===== src/rtl/msdap_input_loader.sv =====
// ---------------------------------------------------------------------------
// msdap_input_loader
//
// Serial-input front end of the MSDAP datapath. Deserialises the left and
// right 16-bit words (MSB first, framed by a one-cycle Frame pulse on the MSB)
// and writes them, in order, into the rj memories, the coefficient memories
// and finally the circular xin buffers. It also sequences the datapath:
// compute_enable per new sample, sleep_flag during long silences, and Clear
// while an in-band reset wipes the xin buffers.
//
// Ports:
//   Sclk                       single clock, rising edge
//   Clear_n                    asynchronous active-low reset
//   Frame                      one-cycle pulse coincident with a word's MSB
//   InputL / InputR            serial data, MSB first
//   Reset_in                   synchronous in-band reset request (active high)
//   rj_waddr/we/wdata_L/R      rj memory write port
//   coeff_waddr/we/wdata_L/R   coefficient memory write port
//   xin_waddr/we/wdata_L/R     xin circular buffer write port
//   compute_enable             one-cycle pulse per new sample in WORKING
//   sleep_flag                 high while sleeping on silence
//   Clear                      high while the xin buffers are being wiped
// ---------------------------------------------------------------------------
module msdap_input_loader #(
    parameter int RJ_WORDS    = 16,
    parameter int COEFF_WORDS = 512,
    parameter int SLEEP_COUNT = 800
) (
    input  logic        Sclk,
    input  logic        Clear_n,
    input  logic        Frame,
    input  logic        InputL,
    input  logic        InputR,
    input  logic        Reset_in,
    output logic [3:0]  rj_waddr,
    output logic        rj_we,
    output logic [15:0] rj_wdata_L,
    output logic [15:0] rj_wdata_R,
    output logic [8:0]  coeff_waddr,
    output logic        coeff_we,
    output logic [15:0] coeff_wdata_L,
    output logic [15:0] coeff_wdata_R,
    output logic [7:0]  xin_waddr,
    output logic        xin_we,
    output logic [15:0] xin_wdata_L,
    output logic [15:0] xin_wdata_R,
    output logic        compute_enable,
    output logic        sleep_flag,
    output logic        Clear
);

    localparam int ZW = $clog2(SLEEP_COUNT + 1);
    localparam logic [3:0]    RJ_LAST    = 4'(RJ_WORDS - 1);
    localparam logic [8:0]    COEFF_LAST = 9'(COEFF_WORDS - 1);
    localparam logic [ZW-1:0] SLEEP_MAX  = ZW'(SLEEP_COUNT);
    localparam logic [ZW-1:0] ZERO_ONE   = ZW'(1);

    typedef enum logic [2:0] {
        LOAD_RJ,
        LOAD_COEFF,
        WORKING,
        SLEEPING,
        CLEARING
    } state_t;

    state_t         state;
    logic [14:0]    shift_l;
    logic [14:0]    shift_r;
    logic [3:0]     bit_cnt;
    logic           busy;
    logic [ZW-1:0]  zero_cnt;
    logic           clear_pending;

    logic           frame_ok;
    logic           word_done;
    logic [15:0]    word_l;
    logic [15:0]    word_r;
    logic           word_zero;
    logic           reset_req;

    // Framing is ignored while wiping; a word completes on its 16th bit
    // unless a new Frame arrives in that same cycle and restarts it.
    assign frame_ok  = Frame && (state != CLEARING);
    assign word_done = busy && (bit_cnt == 4'd15) && !frame_ok;
    assign word_l    = {shift_l, InputL};
    assign word_r    = {shift_r, InputR};
    assign word_zero = (word_l == 16'd0) && (word_r == 16'd0);
    // A request that coincides with a completing word is remembered so the
    // word is written first and the wipe starts one cycle later.
    assign reset_req = Reset_in || clear_pending;

    // Shared L/R deserialiser: 15 bits are held, the LSB is taken directly
    // from the input pin in the completing cycle.
    always_ff @(posedge Sclk or negedge Clear_n) begin
        if (!Clear_n) begin
            shift_l <= '0;
            shift_r <= '0;
            bit_cnt <= '0;
            busy    <= 1'b0;
        end else if (state == CLEARING) begin
            bit_cnt <= '0;
            busy    <= 1'b0;
        end else if (frame_ok) begin
            shift_l <= {14'd0, InputL};
            shift_r <= {14'd0, InputR};
            bit_cnt <= 4'd1;
            busy    <= 1'b1;
        end else if (busy) begin
            shift_l <= {shift_l[13:0], InputL};
            shift_r <= {shift_r[13:0], InputR};
            bit_cnt <= bit_cnt + 4'd1;
            if (bit_cnt == 4'd15) begin
                busy <= 1'b0;
            end
        end
    end

    // Sequencer. Write strobes are registered on the LSB edge; each address
    // pointer advances on the edge that retires its strobe, so the address
    // presented with a strobe is always the slot being written.
    always_ff @(posedge Sclk or negedge Clear_n) begin
        if (!Clear_n) begin
            state          <= LOAD_RJ;
            rj_waddr       <= '0;
            rj_we          <= 1'b0;
            rj_wdata_L     <= '0;
            rj_wdata_R     <= '0;
            coeff_waddr    <= '0;
            coeff_we       <= 1'b0;
            coeff_wdata_L  <= '0;
            coeff_wdata_R  <= '0;
            xin_waddr      <= '0;
            xin_we         <= 1'b0;
            xin_wdata_L    <= '0;
            xin_wdata_R    <= '0;
            compute_enable <= 1'b0;
            sleep_flag     <= 1'b0;
            Clear          <= 1'b0;
            zero_cnt       <= '0;
            clear_pending  <= 1'b0;
        end else begin
            rj_we          <= 1'b0;
            coeff_we       <= 1'b0;
            xin_we         <= 1'b0;
            compute_enable <= 1'b0;

            if ((state == WORKING || state == SLEEPING) && reset_req && !word_done) begin
                // Start the wipe: first zero write lands at address 0.
                state         <= CLEARING;
                Clear         <= 1'b1;
                sleep_flag    <= 1'b0;
                xin_we        <= 1'b1;
                xin_waddr     <= '0;
                xin_wdata_L   <= '0;
                xin_wdata_R   <= '0;
                zero_cnt      <= '0;
                clear_pending <= 1'b0;
            end else begin
                case (state)
                    LOAD_RJ: begin
                        if (rj_we) begin
                            if (rj_waddr == RJ_LAST) begin
                                rj_waddr <= '0;
                                state    <= LOAD_COEFF;
                            end else begin
                                rj_waddr <= rj_waddr + 4'd1;
                            end
                        end
                        if (word_done) begin
                            rj_we      <= 1'b1;
                            rj_wdata_L <= word_l;
                            rj_wdata_R <= word_r;
                        end
                    end

                    LOAD_COEFF: begin
                        if (coeff_we) begin
                            if (coeff_waddr == COEFF_LAST) begin
                                coeff_waddr <= '0;
                                xin_waddr   <= '0;
                                state       <= WORKING;
                            end else begin
                                coeff_waddr <= coeff_waddr + 9'd1;
                            end
                        end
                        if (word_done) begin
                            coeff_we      <= 1'b1;
                            coeff_wdata_L <= word_l;
                            coeff_wdata_R <= word_r;
                        end
                    end

                    WORKING: begin
                        if (reset_req) begin
                            clear_pending <= 1'b1;
                        end
                        if (xin_we) begin
                            xin_waddr <= xin_waddr + 8'd1;
                        end
                        if (word_done) begin
                            xin_we         <= 1'b1;
                            xin_wdata_L    <= word_l;
                            xin_wdata_R    <= word_r;
                            compute_enable <= 1'b1;
                            if (!word_zero) begin
                                zero_cnt <= '0;
                            end else if (zero_cnt != SLEEP_MAX) begin
                                zero_cnt <= zero_cnt + ZERO_ONE;
                            end
                        end else if (zero_cnt == SLEEP_MAX) begin
                            // The write that saturated the counter has just
                            // gone out; sleep from the following cycle.
                            state      <= SLEEPING;
                            sleep_flag <= 1'b1;
                        end
                    end

                    SLEEPING: begin
                        if (reset_req) begin
                            clear_pending <= 1'b1;
                        end
                        // Silent samples are dropped; the first non-silent
                        // one is stored and the falling sleep_flag restarts
                        // the datapath instead of compute_enable.
                        if (word_done && !word_zero) begin
                            xin_we      <= 1'b1;
                            xin_wdata_L <= word_l;
                            xin_wdata_R <= word_r;
                            sleep_flag  <= 1'b0;
                            zero_cnt    <= '0;
                            state       <= WORKING;
                        end
                    end

                    CLEARING: begin
                        if (xin_waddr == 8'hFF) begin
                            Clear     <= 1'b0;
                            xin_waddr <= '0;
                            zero_cnt  <= '0;
                            state     <= WORKING;
                        end else begin
                            xin_we    <= 1'b1;
                            xin_waddr <= xin_waddr + 8'd1;
                        end
                    end

                    default: begin
                        state <= LOAD_RJ;
                    end
                endcase
            end
        end
    end

endmodule


===== config.mk =====
export PLATFORM = sky130hd
export DESIGN_NAME = msdap_input_loader
export DESIGN_NICKNAME = d
export VERILOG_FILES = /design/src/rtl/msdap_input_loader.sv
export SDC_FILE = /design/constraint.sdc
export NUM_CORES = 1
export LEC_CHECK = 0
export ABC_AREA = 1
export BUFFER_PORTS_ARGS = -buffer_cell sky130_fd_sc_hd__buf_2
export CELL_PAD_IN_SITES_DETAIL_PLACEMENT = 1
export CELL_PAD_IN_SITES_GLOBAL_PLACEMENT = 2
export CORE_UTILIZATION = 27
export CTS_BUF_LIST = sky130_fd_sc_hd__clkbuf_8
export CTS_CLUSTER_DIAMETER = 80
export DETAILED_ROUTE_END_ITERATION = 10
export GPL_TIMING_DRIVEN = 1
export PLACE_DENSITY = 0.65
export SYNTH_ARGS = -nofsm -noshare
export SYNTH_HDL_FRONTEND = slang
export SYNTH_SLANG_ARGS = --single-unit

===== constraint.sdc =====
create_clock -name Sclk -period 4.4 [get_ports Sclk]
set_input_delay 0.44 -clock Sclk [delete_from_list [all_inputs] [get_ports Sclk]]
set_output_delay 0.44 -clock Sclk [all_outputs]
set_load 0.02 [all_outputs]

Word-level counts from Yosys, hierarchy flattened
Index checks and enable logic that the tools add are counted.
{ "word_totals": {"regBits": 172, "output_inout_bits": 123} }
{ "classes": {"add_sub_neg": 5, "n_eq_ne": 22, "muxes": 66, "bitwise": 2, "n_reduce_logical": 37} }
{ "op_table": {"columns": ["operator", "n"], "rows": [
  ["$mux 16", 6],
  ["$pmux 16 s2", 2],
  ["$mux 10", 6],
  ["$mux 15", 4],
  ["$mux 8", 5],
  ["$logic_not 16->1", 2],
  ["$pmux 10 s3", 1],
  ["$mux 3", 9],
  ["$mux 1", 24],
  ["$pmux 8 s3", 1],
  ["$mux 4", 4],
  ["$ne 3x3->1 const B", 5],
  ["$pmux 3 s5", 1],
  ["$reduce_and 3->1", 5],
  ["$add 10x1->10 const B", 1],
  ["$eq 10x10->1 const B", 1],
  ["$ne 10x10->1 const B", 1],
  ["$reduce_bool 2->1", 5],
  ["$add 9x1->9 const B", 1],
  ["$eq 9x9->1 const B", 1],
  ["$mux 9", 1],
  ["$ne 3x1->1 const B", 3],
  ["$ne 3x2->1 const B", 3],
  ["$add 4x1->4 const B", 2],
  ["21 further kinds", 38]
]} }

Depth between registers and ports, before layout
Gate-level depths: netlist of run 1.
{ "depth": {"depth_word": 8, "mapped_depth": 13} }

Least setup slack after synthesis of run 1
Ideal clock, no wire load.
{ "synth_timing": {"kind": "flip-flop to flip-flop", "start": "register coeff_waddr[0]", "end": "register xin_waddr[3]", "setup_time_ns": 0.122, "t_arrival_ns": 1.985, "t_required_ns": 4.278, "path_slack_ns": 2.293, "stages_incl_launch_ff": 12, "n_path_buf": 0, "synth_period_minus_slack_ns": 2.107, "cell_sequence": "dfrtp_1 > ha_1 > nand3_1 > nor3_1 > inv_1 > nor3_1 > ha_1 > a21oi_1 > a21oi_2 > inv_2 > a21oi_1 > a21oi_1"} }
{ "synth_between": {"elab_chain_len": 3} }
{ "synth_rtl": {"columns": ["item", "line", "text"], "rows": [
  ["start, declared", "39", "output logic [8:0] coeff_waddr,"],
  ["start signal, assigned", "183", "coeff_waddr <= coeff_waddr + 9'd1;"],
  ["$eq 9x9->1", "178", "if (coeff_waddr == COEFF_LAST) begin"],
  ["$ne 3x3->1 (no source line)", null, null],
  ["$reduce_and 4->1 (no source line)", null, null],
  ["end signal, assigned", "198", "xin_waddr <= xin_waddr + 8'd1;"],
  ["end signal, assigned", "243", "xin_waddr <= xin_waddr + 8'd1;"],
  ["end, declared", "43", "output logic [7:0] xin_waddr,"]
]} }
Every way passes these cells.
A chain may end at the register's enable or synchronous reset.

Worst setup path in the final report of run 1
{ "layout_timing": {"start": "register bit_cnt[1]", "end": "register xin_wdata_R[6]"} }
{ "layout_between": {"elab_chain_len": 7, "elab_cells_between_ends": 11, "cone_classes": "eq/ne: 3; mux: 1; reduce/logical: 7"} }
{ "layout_rtl": {"columns": ["item", "line", "text"], "rows": [
  ["start, declared", "69", "logic [3:0] bit_cnt;"],
  ["start signal, assigned", "111", "bit_cnt <= bit_cnt + 4'd1;"],
  ["$eq 4x4->1 *", "84", "assign word_done = busy && (bit_cnt == 4'd15) && !frame_ok;"],
  ["$logic_and 1x1->1 * (2 in series)", "84", null],
  ["$logic_not 1->1", "147", "if ((state == WORKING || state == SLEEPING) && reset_req && !word_done) begin"],
  ["$logic_and 1x1->1", "147", null],
  ["$ne 3x1->1 (no source line) (tied with other cells)", null, null],
  ["$reduce_and 3->1 (no source line)", null, null],
  ["end signal, assigned", "203", "xin_wdata_R <= word_r;"],
  ["end signal, assigned", "228", "xin_wdata_R <= word_r;"],
  ["end, declared", "46", "output logic [15:0] xin_wdata_R,"]
]} }
Every way passes the cells marked *; elsewhere a longest branch is shown, timed or not.

==> qor.csv, run 1 <==
metric;value;unit
Hold Path Stages;3;
ANT nets after route;0;
clock skew;0.02532;ns
core area;0.02710;mm²
Slew Limit Fails;0;
largest net degree at the start of global routing;76;
hpwl dp;14340;µm
Worst R2R End;xin_wdata_R[6];
gr ovfl total;0;
maximum VDD drop;0.0001833;V
H-Tree Depth;4;
Yosys reg bits;172;
worst hold path class;in2reg;
Area Growth Syn to Fin;17.94;%
final setup TNS;0;ns
r2r setup slk;1.56;ns
CP top delay family;simple AND/OR/NAND/NOR gates;
num rows;60;
Overall Global Routing Usage;15.60;%
DIE HEIGHT;168.8;µm
WS Path Type;reg2reg;
worst reg-to-reg path cell count;11;
Hold Path Origin;InputL;
Post-CTS Resized;0;
DR vias;5912;
area leader, netlist;dfrtp_1;
Leak;4.655;nW
CP bufs+invs;1;
Mean Syn Cell Area;9.264;µm²
CP Launch Type;flop;
period utilisation layout;64.47;%
Max Clk Rate;352.5;MHz
CTS buffer count;17;
RSZ-0062 raised after global routing;false;
final antenna diode count;0;
layout cells sized above 1;23.17;%
Critical Path AT;3.15;ns
Worst path most repeated cell;nand2_4;
post-synth net total;824;
Worst Path Max Fanout;64;
Critical Path End Type;flop;
DIE AREA;0.02850;mm²
synthesized cell area;0.007513;mm²
initial antenna violation count;0;
wire length per cell;16.09;µm
status;finished, final reports clean;
CTS Root Cell;clkbuf_8;
Synth area leaders;dfrtp_1, nand2_1, o21ai_0, o21ai_2, inv_1;
Final setup viols;0;
final worst setup slack;1.563;ns
clock transition at the registers of the reported paths;0.10;ns
CTS tree;built;
Largest stage delay, worst path;0.65;ns
Starting Density;27.72;%
slew at the pin with the worst max-slew slack;1.095;ns
Fillers;3247;
chip width;168.8;µm
most common cell after layout, fill and taps aside;nand2_1;
GPL Wtd Cong;0.8016;
DRT iter0 DRCs;348;
Max-Cap Viols;0;
Max transition margin;26.85;%
Final Hold Fails;0;
synthesis warning total;0;
commonest non-fill, non-tap cells in the layout;nand2_1, dfrtp_1, buf_2, o21ai_0, inv_1;
clk sinks;172;
Nets;944;
Tmin final;2.837;ns
Seq/Total Area, Yosys;57.29;%
DRC viols;0;
Ports;129;
Routed Wire Length;21130;µm
CP required;4.71;ns
number of global-route vias before repair;6059;
Cell Pwr Density;306.0;mW/mm²
Hold EP;shift_l[0];
CP Depth;11;
Yosys top cell area share;57.29;%
via density per instance;4.503;
cell count after synthesis;811;
Longest Clk Path Bufs;2;
crit-path cells;ha_1 -> nand3_1 -> nor2_1 -> nand2_4 -> nand2_4 -> inv_6 -> nor2_4 -> nand2_4 -> nand3_4 -> nand2_1 -> o21ai_2;
port bufs;128;
first-pass iteration count of the detailed router;4;
number of unique standard cell types used by synthesis;39;
first-pass GRT wire length;34640;µm
CP max-delay cell;nand3_4;
reg2reg start;bit_cnt[1];
Clock Latency Late Sink;0.46;ns
dpl ws;1.495;ns
[layout make-up]
type                    instances  area [µm²]  share of cell area, %
flip-flops and latches        172        4304                  48.57
repair buffers                132       691.9                  7.809
clock inverters                11       111.4                  1.257
clock buffers                  18       247.7                  2.796
inverters                      83       316.6                  3.572
multi-input cells             525        2724                  30.74
well taps                     372       465.4                  5.253
[what timing repair did]
item	in CTS	in global routing
hold buffers	1	0
buffers inserted	0	0
endpoints found under the hold margin	57	0
[sequential cells by signal (all words and copies together) (netlist names), 10 cells and up]
signal,cells
shift_l,15
coeff_wdata_R,16
xin_wdata_L,16
rj_wdata_L,16
shift_r,15
rj_wdata_R,16
xin_wdata_R,16
zero_cnt,10
coeff_wdata_L,16
[logic make-up (layout without fill, tap and decap cells)]
logic type / after synthesis / after routing / share of synthesized area [%]
xor+xnor: 12 / 12 / 1.399
compound gates: 176 / 176 / 14.42
buf+inv: 114 / 244 / 6.561
flops: 172 / 172 / 57.29
fa+ha+maj: 7 / 7 / 1.166
mux: 1 / 1 / 0.1499
simple gates: 329 / 329 / 19.02
[cell usage after synthesis, drive strengths merged]
cell and count:
mux2 1, ha 7, inv 83, xnor2 4, nor4b 1, nor3b 2, o22ai 32, buf 12
nand3b 2, xor2 8, nand2 210, o21bai 2, o21a 3, nand3 29, nor2 56, dfrtp 172
clkbuf 19, nand4 11, a21oi 12, o31ai 1, a31oi 1, nor3 17, o21ai 124, or2 1
o2111ai 1
[worst max-delay path by stage]
| stage | start | endpoint | slack, ns |
|---|---|---|---|
| floorplan | coeff_waddr[0] | xin_waddr[3] | 2.29 |
| global placement | bit_cnt[0] | xin_wdata_R[8] | 1.58 |
| detailed placement | bit_cnt[0] | xin_wdata_R[9] | 1.49 |
| CTS | bit_cnt[1] | xin_wdata_R[6] | 1.46 |
| global route | bit_cnt[1] | xin_wdata_R[6] | 1.26 |
| finish | bit_cnt[1] | xin_wdata_R[6] | 1.56 |
[metal layers]
layer / part of all wire (%) / global-route usage, %
met1: 49 / 21.30
met2: 45 / 24.38
met3: 5.1 / 4.185
met4: 0.87 / 4.032
met5: 0 / 0
[report_power, final]
part           internal, mW  switching, mW
clock network         0.462          0.624
logic               0.00623         0.0375
registers              1.58       0.000812
total                  2.05          0.663
[metrics by stage]
| step | hold slack, ns | utilization (%) | cells | instance area (µm²) | total power, mW |
|---|---|---|---|---|---|
| floorplan | 0.1444 | - | 811 | 7513 | 1.616 |
| global placement | 0.4611 | 31.33 | 1283 | 8492 | 1.659 |
| detailed placement | 0.4684 | 31.33 | 1283 | 8492 | 1.659 |
| CTS | 0.2106 | 32.70 | 1313 | 8861 | 2.758 |
| global route | 0.2363 | 32.70 | 1313 | 8861 | 2.825 |
| finish | 0.2309 | 32.70 | 1313 | 8861 | 2.711 |
[worst min-delay path: cells and delay by family]
| kind | cells | cell delay (ns) |
|---|---|---|
| compound gates | 1 | 0.06 |
| simple gates | 1 | 0.05 |
| buf+inv | 1 | 0.10 |
Power figures use the tool's default switching activity.
==> inputs of run 2 (changes only) <==
--- a/config.mk
+++ b/config.mk
@@ -14,7 +14,7 @@
 export CTS_CLUSTER_DIAMETER = 80
 export DETAILED_ROUTE_END_ITERATION = 10
 export GPL_TIMING_DRIVEN = 1
-export PLACE_DENSITY = 0.65
+export PLACE_DENSITY = 0.67
 export SYNTH_ARGS = -nofsm -noshare
 export SYNTH_HDL_FRONTEND = slang
 export SYNTH_SLANG_ARGS = --single-unit
==> constraint.sdc (replaced) <==
create_clock -name Sclk -period 2.3 [get_ports Sclk]
set_input_delay 0.23 -clock Sclk [delete_from_list [all_inputs] [get_ports Sclk]]
set_output_delay 0.23 -clock Sclk [all_outputs]
set_load 0.02 [all_outputs]
==> qor.csv, run 2 (same netlist as run 1, synthesis figures left out) <==
metric;value;unit;change
Max-Cap Viols;0;;unchanged
CTS Root Cell;clkbuf_8;;
Overall Global Routing Usage;15.92;%;+0.32 points
Routed Wire Length;21560;µm;+2.0%
largest net degree at the start of global routing;67;;-12%
maximum VDD drop;0.0002730;V;+49%
Max transition margin;56.67;%;+30 points
Clock Latency Late Sink;0.47;ns;about the same
period utilisation layout;91.17;%;+27 points
DIE HEIGHT;168.8;µm;unchanged
slew at the pin with the worst max-slew slack;0.6500;ns;-0.4448 ns
Leak;4.817;nW;+3.5%
Critical Path End Type;flop;;
CTS buffer count;17;;unchanged
clk sinks;172;;unchanged
worst hold path class;in2reg;;
Slew Limit Fails;0;;unchanged
CP Launch Type;flop;;
WS Path Type;reg2reg;;
gr ovfl total;0;;unchanged
ANT nets after route;0;;unchanged
Worst Path Max Fanout;7;;-89%
Area Growth Syn to Fin;21.65;%;
GPL Wtd Cong;0.7901;;-1.4%
Final setup viols;0;;unchanged
DIE AREA;0.02850;mm²;unchanged
RSZ-0062 raised after global routing;true;;
Tmin final;2.097;ns;-0.7399 ns
layout cells sized above 1;25.64;%;+2.5 points
number of global-route vias before repair;6380;;+5.3%
clock skew;0.02180;ns;-0.003512 ns
DRC viols;0;;unchanged
first-pass GRT wire length;35330;µm;+2.0%
clock transition at the registers of the reported paths;0.10;ns;about the same
Final Hold Fails;0;;unchanged
Critical Path AT;2.45;ns;-0.70 ns
Core Util, Final;33.73;%;+1.0 points
initial antenna violation count;0;;unchanged
CP required;2.65;ns;-2.06 ns
final antenna diode count;0;;unchanged
hpwl dp;14930;µm;+4.1%
worst hold margin;0.07269;ns;-0.1582 ns
Nets;971;;+2.9%
Longest Clk Path Bufs;2;;unchanged
via density per instance;4.478;;-0.55%
port bufs;128;;unchanged
first-pass iteration count of the detailed router;5;;+1
core area;0.02710;mm²;unchanged
most common cell after layout, fill and taps aside;nand2_1;;
Starting Density;27.72;%;unchanged
DRT iter0 DRCs;268;;-23%
H-Tree Depth;4;;unchanged
commonest non-fill, non-tap cells in the layout;nand2_1, dfrtp_1, buf_2, o21ai_0, inv_1;;
status;finished, final reports clean;;
Max Clk Rate;476.9;MHz;+35%
CTS tree;built;;
Tot Pwr;5.179;mW;+91%
Cell Pwr Density;566.6;mW/mm²;+85%
num rows;60;;unchanged
DR vias;6014;;+1.7%
wire length per cell;16.05;µm;-0.25%
Ports;129;;unchanged
chip width;168.8;µm;unchanged
==> run 2: changes by cell type in the layout (fill, tap and decap cells not counted), moves of 2 or more <==
cell	before	now
inv_8	1	3
buf_12	1	5
buf_4	2	24
nor3_1	17	15
nor3_2	0	2
==> run 2: cell type report <==
cell class	instances	area (µm²)
timing repair buffer	159	949.7
fill	3209	17960
inverter	83	316.6
clock inverter	15	133.9
sequential	172	4304
tap	372	465.4
clock buffer	17	234.0
multi-input combinational	525	2736
==> run 2: through the flow <==
step	worst slack [ns]	TNS, ns	std cells	cell area (µm²)
2_1_floorplan	0.1932	0	811	7513
3_3_place_gp	0.08550	0	1306	8717
3_5_place_dp	-0.02042	-0.03670	1306	8717
4_1_cts	0.08846	0	1341	9112
5_1_grt	-0.03930	-0.06159	1343	9140
6_report	0.2032	0	1343	9140
==> run 2: final timing paths <==
kind,start,slack (ns),depth (start not counted),end
worst max-delay path,coeff_waddr[1],0.20,12,xin_waddr[3]
worst min-delay path,InputR,0.07,3,shift_r[0]
worst max register to register,coeff_waddr[1],0.20,12,xin_waddr[3]
worst min register to register,xin_wdata_L[1],0.49,2,xin_wdata_L[1]
max in group asynchronous,Clear_n,1.31,3,xin_wdata_R[0]
min in group asynchronous,Clear_n,0.34,2,coeff_waddr[5]
==> run 2: worst max-delay path, cell delays in order (launching register included) <==
cell     delay (ns)
dfrtp_1        0.40
ha_1           0.18
nand3_1        0.13
nor3_2         0.17
inv_1          0.08
nor3_1         0.15
ha_2           0.24
a21oi_1        0.11
a21oi_2        0.11
buf_4          0.16
inv_2          0.08
a21oi_1        0.12
a21oi_1        0.06
==> run 2: what timing repair did <==
| item | 4_1_cts | 5_1_grt |
|---|---|---|
| cloned | 0 | 0 |
| resized for setup | 0 | 3 |
| endpoints found under the setup margin | 4 | 13 |
| hold buffers | 2 | 0 |
| hold endpoints to repair | 65 | 0 |
| buffers inserted | 1 | 2 |
==> run 2: report_power, final <==
| group | total [mW] | internal, mW | switching (mW) |
|---|---|---|---|
| clock network | 2.06 | 0.788 | 1.27 |
| registers | 3.02 | 3.02 | 0.00135 |
| logic | 0.0926 | 0.0191 | 0.0735 |
| total | 5.18 | 3.83 | 1.35 |
==> run 2: layer usage <==
metal	vias to the layer above	GRT usage (%)	routed length (µm)
met2	94	25.10	9864
li1	2938	-	-
met3	15	4.700	1174
met1	2967	21.38	10290
met4	0	3.874	228
met5	-	0	0
==> inputs of run 3 (changes only) <==
--- a/config.mk
+++ b/config.mk
@@ -5,7 +5,6 @@
 export SDC_FILE = /design/constraint.sdc
 export NUM_CORES = 1
 export LEC_CHECK = 0
-export ABC_AREA = 1
 export BUFFER_PORTS_ARGS = -buffer_cell sky130_fd_sc_hd__buf_2
 export CELL_PAD_IN_SITES_DETAIL_PLACEMENT = 1
 export CELL_PAD_IN_SITES_GLOBAL_PLACEMENT = 2
@@ -14,7 +13,7 @@
 export CTS_CLUSTER_DIAMETER = 80
 export DETAILED_ROUTE_END_ITERATION = 10
 export GPL_TIMING_DRIVEN = 1
-export PLACE_DENSITY = 0.67
+export PLACE_DENSITY = 0.63
 export SYNTH_ARGS = -nofsm -noshare
 export SYNTH_HDL_FRONTEND = slang
 export SYNTH_SLANG_ARGS = --single-unit
==> qor.csv, run 3 <==
metric;value;unit;change
Critical Path End Type;flop;;
Critical Path AT;2.82;ns;+0.37 ns
Reg power frac;41.9;%;-16 points
met2 usage;26.75;%;+1.7 points
Yosys reg bits;172;;unchanged
most numerous cell in the Yosys netlist;dfrtp_1;;
via density per instance;4.746;;+6.0%
CP required;2.68;ns;+0.03 ns
port bufs;128;;unchanged
RSZ-0062 raised after global routing;true;;
M1 GR Usage;19.87;%;-1.5 points
Fillers;2983;;-7.0%
number of global-route vias before repair;6350;;-0.47%
final antenna diode count;0;;unchanged
Hold Path Origin;Reset_in;;
GPL Wtd Cong;0.7730;;-2.2%
reg2reg start;shift_l[9];;
Synth async-reset ratio;100.0;%;unchanged
first-pass iteration count of the detailed router;4;;-1
Synth area leaders;dfrtp_1, mux2_2, mux2i_1, a22o_1, nand2_1;;
final worst setup slack;-0.1385;ns;-0.3417 ns
first-pass GRT wire length;35120;µm;-0.60%
sequential cell area;0.004307;mm²;about the same
Mean Syn Cell Area;11.90;µm²;+28%
Tmin final;2.439;ns;+0.3417 ns
combinational share of power;31.8;%;+30 points
GR Layer Usage met3;4.278;%;-0.42 points
crit-path cells;nor4_4 -> nand2_1 -> or4_4 -> buf_6 -> or2_4 -> or4_1 -> o2bb2ai_1;;
Multi-input gate area;0.003063;mm²;+12%
Tot Pwr;8.793;mW;+70%
worst hold margin;0.1151;ns;+0.04240 ns
worst reg-to-reg path cell count;7;;-5
ANT nets after route;0;;unchanged
clock skew;0.02602;ns;+0.004219 ns
Max-Cap Viols;0;;unchanged
worst hold path class;in2reg;;
area leader, netlist;dfrtp_1;;
Starting Density;27.60;%;-0.12 points
synthesized cell area;0.007460;mm²;-0.72%
Seq/Total Area, Yosys;57.70;%;+0.41 points
Hold Path Stages;3;;unchanged
Slew Limit Fails;0;;unchanged
Area Growth Syn to Fin;32.84;%;
status;complete, but fails checks;;
initial antenna violation count;1;;+1
most common cell after layout, fill and taps aside;dfrtp_1;;
clock transition at the registers of the reported paths;0.11;ns;about the same
hpwl dp;14900;µm;-0.17%
design internal power;5.497;mW;+43%
clk sinks;172;;unchanged
failing checks;negative setup slack;;
CTS buffer count;17;;unchanged
Longest Clk Path Bufs;2;;unchanged
slew at the pin with the worst max-slew slack;0.6240;ns;-0.02596 ns
layout cells sized above 1;43.18;%;+18 points
r2r setup slk;-0.14;ns;-0.34 ns
DRT iter0 DRCs;211;;-21%
Nets;850;;-12%
Top FF cell, synth;dfrtp_1;;
H-Tree Depth;4;;unchanged
Clock power frac;26.3;%;-13 points
Worst Path Max Fanout;4;;-3
final setup TNS;-3.293;ns;-3.293 ns
Leak;4.992;nW;+3.6%
Ports;129;;unchanged
number of flops mapped to enable cells by yosys;0;;unchanged
Cell Pwr Density;887.3;mW/mm²;+57%
Hold EP;clear_pending;;
Final Hold Fails;0;;unchanged
synthesis warning total;0;;unchanged
GRT Max-Usage Layer;met2;;
Overall Global Routing Usage;15.78;%;-0.14 points
switching power;3.296;mW;+140%
largest net degree at the start of global routing;53;;-21%
core area;0.02703;mm²;-0.28%
chip width;168.2;µm;-0.36%
Worst R2R End;zero_cnt[0];;
DIE HEIGHT;168.2;µm;-0.36%
maximum VDD drop;0.0003607;V;+32%
Switching Share;37.48;%;+11 points
Routed Wire Length;21490;µm;-0.32%
DRC viols;0;;unchanged
DIE AREA;0.02830;mm²;-0.71%
commonest non-fill, non-tap cells in the layout;dfrtp_1, buf_2, buf_4, mux2_2, nand2_1;;
Largest stage delay, worst path;0.56;ns;+0.16 ns
period utilisation layout;106.0;%;+15 points
DR vias;5652;;-6.0%
Yosys top cell area share;57.70;%;+0.41 points
gr ovfl total;0;;unchanged
post-synth net total;640;;-22%
placed cell areas;0.009149;mm²;+5.0%
CTS Root Cell;clkbuf_8;;
Final setup viols;43;;+43
num rows;60;;unchanged
Clock Latency Late Sink;0.47;ns;about the same
CP max-delay cell;or4_4;;
Max transition margin;58.35;%;+1.7 points
CP Launch Type;flop;;
Max Clk Rate;410.1;MHz;-14%
CTS tree;built;;
Finished Cell Area;0.009910;mm²;+8.4%
synth cell count leaders;dfrtp_1, mux2_2, nand2_1;;
number of unique standard cell types used by synthesis;50;;+28%
wire length per cell;18.04;µm;+12%
WS Path Type;reg2reg;;
cell count after synthesis;627;;-23%
[run 3: cell types whose count changed after synthesis, moves of 34 or more]
cell	before	now
nand2_1	203	59
mux2_2	1	70
o21ai_0	89	28
inv_1	76	37
mux2i_1	0	34
[run 3: repair_timing]
item                                   in CTS  in global routing
hold buffers                                1                  0
gates resized for setup                    17                 23
pin swaps                                   8                 17
endpoints found under the hold margin      46                  0
setup endpoints to repair                  52                 59
setup buffers                               3                  5
gates cloned                                2                  1
[run 3: worst max-delay path by stage]
stage,from,endpoint,slack [ns]
after detailed placement,shift_l[4],zero_cnt[0],-0.25
after CTS,shift_l[9],state[0],-0.16
after floorplan,shift_r[11],state[0],-0.06
after global routing,shift_l[9],zero_cnt[0],-0.24
after global placement,shift_l[4],zero_cnt[0],-0.19
final,shift_l[9],zero_cnt[0],-0.14
[run 3: stage by stage]
stage	cells	worst slack, ns	util, %
final	1191	-0.1385	36.67
after detailed placement	1147	-0.2458	33.85
after floorplan	627	-0.05752	-
after CTS	1185	-0.1604	36.10
after global placement	1147	-0.1850	33.85
after global routing	1191	-0.2352	36.67
[run 3: logic make-up after synthesis]
kind of cell,count (synthesis),share of synthesized area [%]
AOI/OAI and AO/OA,105,10.05
xor gates and xnor gates,5,0.5872
adders and majority gates,7,1.174
buffers and inverters,68,3.841
DFF,172,57.70
muxes,105,15.28
and+or+nand+nor,165,11.37
[run 3: area by class of cell]
class,count,area share (%)
Tap cell,341,4.306
Timing Repair Buffer,222,15.42
Multi-Input combinational cell,387,30.91
Inverter,37,1.402
Sequential cell,172,43.46
Clock buffer,17,2.361
Clock inverter,15,2.146
[run 3: power groups by stage]
stage	Combinational (mW)	Clock (mW)	Sequential (mW)
2_1_floorplan	1.10	0	4.04
3_3_place_gp	2.51	0	3.72
3_5_place_dp	2.59	0	3.74
4_1_cts	2.70	2.40	3.69
5_1_grt	3.05	2.51	3.74
6_report	2.80	2.31	3.68
[run 3: layer usage]
metal,part of all wire [%],vias up
met2,49,108
met5,0.061,-
met4,1.1,2
met1,45,2896
met3,5.0,16
li1,-,2630
[run 3: critical path: cells and delay by family, from the launching register on]
kind,cells,cell delay [ns]
flip-flops,1,0.43
buffers and inverters,1,0.15
AND/OR/NAND/NOR,5,1.65
AO/OA/AOI/OAI,1,0.13
